===== config.mk =====
export PLATFORM = sky130hd
export DESIGN_NAME = keypad_operand_entry_flat
export DESIGN_NICKNAME = d
export VERILOG_FILES = /design/src/rtl/keypad_operand_entry_if.sv /design/src/rtl/keypad_operand_entry.sv /design/src/flat_wrapper.sv
export SDC_FILE = /design/constraint.sdc
export NUM_CORES = 1
export LEC_CHECK = 0
export BUFFER_PORTS_ARGS = -buffer_cell sky130_fd_sc_hd__buf_2
export CAP_MARGIN = 20
export CORE_ASPECT_RATIO = 1.5
export CORE_MARGIN = 2
export CORE_UTILIZATION = 35
export DETAILED_ROUTE_END_ITERATION = 7
export PLACE_DENSITY = 0.57
export SYNTH_ARGS = -nofsm -noshare
export SYNTH_HDL_FRONTEND = slang
export SYNTH_SLANG_ARGS = --single-unit

===== constraint.sdc =====
create_clock -name clk -period 3.1 [get_ports clk]
set_clock_uncertainty 0.05 [all_clocks]
set_input_delay 0.31 -clock clk [delete_from_list [all_inputs] [get_ports clk]]
set_output_delay 0.31 -clock clk [all_outputs]
set_load 0.005 [all_outputs]

===== src/rtl/keypad_operand_entry_if.sv =====
// Keypad/operand bus for keypad_operand_entry: keypad row/column lines, clear and
// the accepted-key outputs. The slave modport is the entry block, the master is its user.
interface keypad_operand_entry_if;
    logic [3:0]  i_row;
    logic        i_clr;
    logic [3:0]  o_col;
    logic        o_key_valid;
    logic [3:0]  o_key_code;
    logic [31:0] o_operand;
    logic [3:0]  o_digit_count;

    modport slave (
        input  i_row, i_clr,
        output o_col, o_key_valid, o_key_code, o_operand, o_digit_count
    );

    modport master (
        output i_row, i_clr,
        input  o_col, o_key_valid, o_key_code, o_operand, o_digit_count
    );
endinterface


===== src/rtl/keypad_operand_entry.sv =====
// 4x4 hex keypad scanner with frame-level press/release debounce that shifts each
// accepted digit into a 32-bit operand register.
module keypad_operand_entry #(
    parameter int SCAN_DIV        = 1000,
    parameter int DEBOUNCE_FRAMES = 4
) (
    input  logic                   clk,
    input  logic                   reset,
    keypad_operand_entry_if.slave  bus
);
    localparam int                SLOT_W    = (SCAN_DIV > 1) ? $clog2(SCAN_DIV) : 1;
    localparam logic [SLOT_W-1:0] SLOT_LAST = SLOT_W'(SCAN_DIV - 1);
    localparam logic [3:0]        DF        = 4'(DEBOUNCE_FRAMES);

    typedef enum logic [1:0] {IDLE, DEBOUNCE, PRESSED, RELEASE} state_t;

    logic [3:0]        r_sync1;
    logic [3:0]        r_sync2;
    logic [SLOT_W-1:0] r_slot;
    logic [1:0]        r_col_idx;
    logic              r_hit;
    logic [3:0]        r_hit_code;
    state_t            r_state;
    logic [3:0]        r_cnt;
    logic [3:0]        r_cand;
    logic              r_key_valid;
    logic [3:0]        r_key_code;
    logic [31:0]       r_operand;
    logic [3:0]        r_digit_count;

    logic              w_sample;
    logic              w_frame_end;
    logic              w_slot_hit;
    logic              w_frame_hit;
    logic              w_accept;
    logic [1:0]        w_row_idx;
    logic [3:0]        w_slot_code;
    logic [3:0]        w_frame_code;
    logic [3:0]        w_cnt_next;

    // Lowest-numbered low row wins within a column; earlier columns win across the frame.
    always_comb begin
        w_row_idx = 2'd0;
        for (int r = 3; r >= 0; r--) begin
            if (!r_sync2[r]) w_row_idx = 2'(r);
        end
    end

    assign w_sample     = (r_slot == SLOT_LAST);
    assign w_frame_end  = w_sample && (r_col_idx == 2'd3);
    assign w_slot_hit   = ~&r_sync2;
    assign w_slot_code  = {w_row_idx, r_col_idx};
    assign w_frame_hit  = r_hit | w_slot_hit;
    assign w_frame_code = r_hit ? r_hit_code : w_slot_code;
    assign w_cnt_next   = r_cnt + 4'd1;
    assign w_accept     = w_frame_end && w_frame_hit &&
                          (((r_state == IDLE) && (DF == 4'd1)) ||
                           ((r_state == DEBOUNCE) && (w_frame_code == r_cand) && (w_cnt_next == DF)));

    always_ff @(posedge clk or posedge reset) begin
        if (reset) begin
            r_sync1    <= 4'hF;
            r_sync2    <= 4'hF;
            r_slot     <= '0;
            r_col_idx  <= 2'd0;
            r_hit      <= 1'b0;
            r_hit_code <= 4'd0;
        end else begin
            r_sync1 <= bus.i_row;
            r_sync2 <= r_sync1;
            if (w_sample) begin
                r_slot    <= '0;
                r_col_idx <= r_col_idx + 2'd1;
                if (r_col_idx == 2'd3) begin
                    r_hit <= 1'b0;
                end else if (!r_hit && w_slot_hit) begin
                    r_hit      <= 1'b1;
                    r_hit_code <= w_slot_code;
                end
            end else begin
                r_slot <= r_slot + SLOT_W'(1);
            end
        end
    end

    // Debounce FSM steps once per frame; clr only touches the operand and digit count.
    always_ff @(posedge clk or posedge reset) begin
        if (reset) begin
            r_state       <= IDLE;
            r_cnt         <= 4'd0;
            r_cand        <= 4'd0;
            r_key_valid   <= 1'b0;
            r_key_code    <= 4'd0;
            r_operand     <= 32'd0;
            r_digit_count <= 4'd0;
        end else begin
            r_key_valid <= w_accept;
            if (w_accept) r_key_code <= w_frame_code;

            if (bus.i_clr) begin
                r_operand     <= 32'd0;
                r_digit_count <= 4'd0;
            end else if (w_accept) begin
                r_operand <= {r_operand[27:0], w_frame_code};
                if (r_digit_count != 4'd8) r_digit_count <= r_digit_count + 4'd1;
            end

            if (w_frame_end) begin
                case (r_state)
                    IDLE: begin
                        if (w_frame_hit) begin
                            r_cand  <= w_frame_code;
                            r_cnt   <= 4'd1;
                            r_state <= (DF == 4'd1) ? PRESSED : DEBOUNCE;
                        end
                    end
                    DEBOUNCE: begin
                        if (w_frame_hit && (w_frame_code == r_cand)) begin
                            r_cnt <= w_cnt_next;
                            if (w_cnt_next == DF) r_state <= PRESSED;
                        end else begin
                            r_state <= IDLE;
                        end
                    end
                    PRESSED: begin
                        if (!w_frame_hit) begin
                            r_cnt   <= 4'd1;
                            r_state <= (DF == 4'd1) ? IDLE : RELEASE;
                        end
                    end
                    RELEASE: begin
                        if (!w_frame_hit) begin
                            r_cnt <= w_cnt_next;
                            if (w_cnt_next == DF) r_state <= IDLE;
                        end else begin
                            r_state <= PRESSED;
                        end
                    end
                    default: r_state <= IDLE;
                endcase
            end
        end
    end

    assign bus.o_col         = ~(4'b0001 << r_col_idx);
    assign bus.o_key_valid   = r_key_valid;
    assign bus.o_key_code    = r_key_code;
    assign bus.o_operand     = r_operand;
    assign bus.o_digit_count = r_digit_count;
endmodule


===== src/flat_wrapper.sv =====
// flat-port wrapper written by rule: the top's interface ports become plain ports
module keypad_operand_entry_flat 
#(
    parameter int SCAN_DIV        = 1000,
    parameter int DEBOUNCE_FRAMES = 4
)
  (clk, reset, bus_i_row, bus_i_clr, bus_o_col, bus_o_key_valid, bus_o_key_code, bus_o_operand, bus_o_digit_count);
  keypad_operand_entry_if bus_i ();
  input  logic clk;
  input  logic reset;
  input wire logic [$bits(bus_i.i_row)-1:0] bus_i_row;
  input wire logic [$bits(bus_i.i_clr)-1:0] bus_i_clr;
  output wire logic [$bits(bus_i.o_col)-1:0] bus_o_col;
  output wire logic [$bits(bus_i.o_key_valid)-1:0] bus_o_key_valid;
  output wire logic [$bits(bus_i.o_key_code)-1:0] bus_o_key_code;
  output wire logic [$bits(bus_i.o_operand)-1:0] bus_o_operand;
  output wire logic [$bits(bus_i.o_digit_count)-1:0] bus_o_digit_count;
  assign bus_i.i_row = bus_i_row;
  assign bus_i.i_clr = bus_i_clr;
  assign bus_o_col = bus_i.o_col;
  assign bus_o_key_valid = bus_i.o_key_valid;
  assign bus_o_key_code = bus_i.o_key_code;
  assign bus_o_operand = bus_i.o_operand;
  assign bus_o_digit_count = bus_i.o_digit_count;
  keypad_operand_entry #(.SCAN_DIV(SCAN_DIV), .DEBOUNCE_FRAMES(DEBOUNCE_FRAMES)) u_core (.clk(clk), .reset(reset), .bus(bus_i));
endmodule

==> impl_metrics.csv <==
group,metric,value,unit
outcome,status,"finished, final reports clean",
yosys,synth_seq_area_share,55.5,%
setup_path,cp.required,3.30,ns
setup_path,critPathKind,"flop to flop",
place,io_buffers,51,
route,drc,0,
power,swShare,18.8,%
global_route,grt_pass1_wl,11800,um
yosys,synth_nets,363,
place,hpwl,4910,um
yosys,synthCells,348,
clock_tree,cts_tree,"done",
clock_tree,cts_buffers,9,
clock_tree,cts_root_buffer,"clkbuf_16",
power,p_clk_share,54.4,%
final_layout,fillerInstances,943,
floorplanning,dieArea,10700,sq um
worst_hold_path,min_path_type,"input pin to flop",
floorplanning,core_area,9630,sq um
setup_path,worst-path-buf-inv,1,
yosys,synth-edff-count,0,
global_route,track_usage,13.7,%
final_layout,layout_commonest_cell,"nand2_1",
clock_tree,cts.sinks,76,
sta,max_freq,0.398,GHz
route,wirelength,7070,um
final_layout,layout-drive-gt1-share,23.6,%
clock_tree,clk-insertion-delay-late,0.33,ns
route,dr_total_vias,2645,
floorplanning,io_pins,52,
route,drtAntennaViolNets,0,
setup_path,slowest_stage,"or4_4",
route,drt-pass1-iter-count,4,
setup_path,cp-end-kind,"flop",
flow_run,drv_cap,0,
power,power.switching,0.000436,W
sta,hold_viol,0,
final_layout,diodes,0,
global_route,antenna_found_initial,0,
route,drtIter0Drc,120,
yosys,syn_area,3450,sq um
sta,slew_viol_final,0,
yosys,avgSynthCellArea,9.91,sq um
global_route,grt_max_degree,39,
yosys,yosysWarnings,0,
power,p_seq_share,43.4,%
sta,rsz0062_at_grt,"no",
yosys,synth_cell_type_count,46,
floorplanning,rows,44,
global_route,grt-ovfl-total,0,
setup_path,cp_data_arrival_time,2.71,ns
global_route,grt_pass1_vias,2532,
power,ir_drop,0.356,mV
place,dp_cells,505,
power,power_frac_comb,2.2,%
setup_path,cp_max_fo,38,
sta,fin_crit_sh,81.0,%
sta,worstMarginPinSlew,0.660,ns
final_layout,area_growth,21.6,%
power,p_int,0.00188,W
power,power_density,553,nW/um^2
floorplanning,die_h,126,um
clock_tree,clockBufferDepth,2,
sta,slew_headroom,56.0,%
setup_path,slowest_delay,0.57,ns
yosys,async_flop_share,100,%
power,power,0.00232,W
place,routabilityCongestion,0.788,
setup_path,cp-start-kind,"flop",
final_layout,layout.nets,417,
floorplanning,start_util,35.8,%
sta,setup_violations,0,
yosys,ys_seq_elements,76,
floorplanning,die_width,85.0,um
sta,fin_tns_setup,0,ns
final_layout,stdcell_count,522,
power,leakagePower,1.99,nW
final_layout,final_cell_mix,"nand2_1 (71), dfrtp_1 (68), buf_2 (51)",
clock_tree,cts.reportedPaths.clkPinSlew,0.06,ns
yosys,synthFlopType,"dfrtp_1",
clock_tree,cts_setup_buffers,0,
setup_path,cp_top_family,"simple AND/OR/NAND/NOR gates",
clock_tree,h-tree-depth,3,
sta,final.min_clock_period,2.51,ns
route,wire_per_inst,13.5,um
setup_path,cp_cell_sequence,"ha_1 -> nand2_1 -> or4_4 -> nor3_2 -> and4_1 -> buf_4 -> nand4b_1 -> a21oi_1",
route,vias_per_cell,5.07,
## path summary, 6_finish.rpt
kind,from,endpoint,slack [ns],cells past startpoint
setup / recovery,u_core.r_slot[0]$_DFF_PP0_,u_core.bus.o_digit_count[2]$_DFFE_PP0P_,0.59,8
max in group asynchronous,reset,u_core.r_state[0]$_DFFE_PP0P_,1.79,4
min in group asynchronous,reset,u_core.bus.o_digit_count[0]$_DFFE_PP0P_,0.52,3
hold / removal,bus_i_row[1],u_core.r_sync1[1]$_DFF_PP1_,0.03,1
setup reg to reg,u_core.r_slot[0]$_DFF_PP0_,u_core.bus.o_digit_count[2]$_DFFE_PP0P_,0.59,8
hold reg to reg,u_core.r_sync1[2]$_DFF_PP1_,u_core.r_sync2[2]$_DFF_PP1_,0.30,0
## layer usage
layer | up-vias | share of wire, % | global-route usage, %
li1 | 1284 | - | -
met1 | 1289 | 42 | 16.5
met2 | 60 | 51 | 23.4
met3 | 12 | 4.7 | 3.43
met4 | 0 | 1.8 | 5.32
met5 | - | 0 | 0
## synth_stat cells, types with 2 or more instances
master | n | area (sq um)
nor2_1 | 31 | 116
clkbuf_1 | 8 | 30.0
nand3b_1 | 3 | 22.5
mux2_2 | 7 | 78.8
nor3_1 | 7 | 35.0
mux2_4 | 2 | 30.0
a31oi_1 | 4 | 25.0
and4_1 | 3 | 26.3
dfstp_2 | 8 | 210
o31ai_1 | 2 | 15.0
or3_1 | 2 | 12.5
buf_6 | 3 | 33.8
ha_1 | 8 | 100
and2_1 | 2 | 12.5
nand3_1 | 15 | 75.1
and3_1 | 2 | 12.5
nor3_2 | 2 | 20.0
dfrtp_1 | 68 | 1700
nand4_1 | 2 | 12.5
nand2_1 | 71 | 267
a21oi_1 | 36 | 180
xnor2_1 | 6 | 52.6
o21ai_0 | 11 | 55.1
xor2_1 | 7 | 61.3
nand2b_1 | 2 | 12.5
inv_1 | 15 | 56.3
nor2b_1 | 2 | 12.5
## kinds of logic (layout without fill, tap and decap cells)
logic type,Yosys count,count (layout),share of synthesized area [%]
buffers and inverters,29,88,3.96
xor gates and xnor gates,13,13,3.30
adders and majority gates,8,8,2.90
DFF,76,76,55.5
AOI/OAI and AO/OA,61,61,10.3
and+or+nand+nor,151,151,20.7
muxes,10,10,3.45
## metrics by stage
stage	utilization [%]	instance area [sq um]	setup slack, ns	hold slack [ns]
global placement	39.6	3820	0.638	0.296
floorplan	-	3450	0.815	0.264
finish	43.5	4190	0.590	0.0302
CTS	43.5	4190	0.577	0.0189
global route	43.5	4190	0.418	0.0185
detailed placement	39.6	3820	0.564	0.298
## sequential cells by signal, indices dropped and copies added, names as in the netlist, 2 cells and up
register                  cells
u_core.r_cand                 4
u_core.bus.o_digit_count      4
u_core.r_col_idx              2
u_core.r_state                2
u_core.r_hit_code             4
u_core.r_sync2                4
u_core.r_sync1                4
u_core.bus.o_operand         32
u_core.r_cnt                  4
u_core.r_slot                10
u_core.bus.o_key_code         4
## area by class of cell
cell class,instances,area [sq um],area share (%)
sequential,76,1910,45.6
multi-input combinational,243,1400,33.4
timing repair buffer,57,315,7.52
clock buffer,9,225,5.37
tap,115,144,3.43
clock inverter,7,139,3.31
inverter,15,56.3,1.34
## what timing repair did
action | in CTS | in global routing
hold endpoints to repair | 15 | 0
hold buffers | 1 | 0
endpoints found under the setup margin | 0 | 0
gates resized for setup | 0 | 0
## power by group through the flow
stage | sequential [W] | clock [W] | combinational, W
detailed placement | 0.00102 | 0 | 0.0000522
CTS | 0.00100 | 0.00129 | 0.0000531
global route | 0.00100 | 0.00133 | 0.0000584
floorplan | 0.00102 | 0 | 0.0000333
global placement | 0.00102 | 0 | 0.0000518
finish | 0.00100 | 0.00126 | 0.0000507
Note: power is estimated with default switching activity, not from simulation.
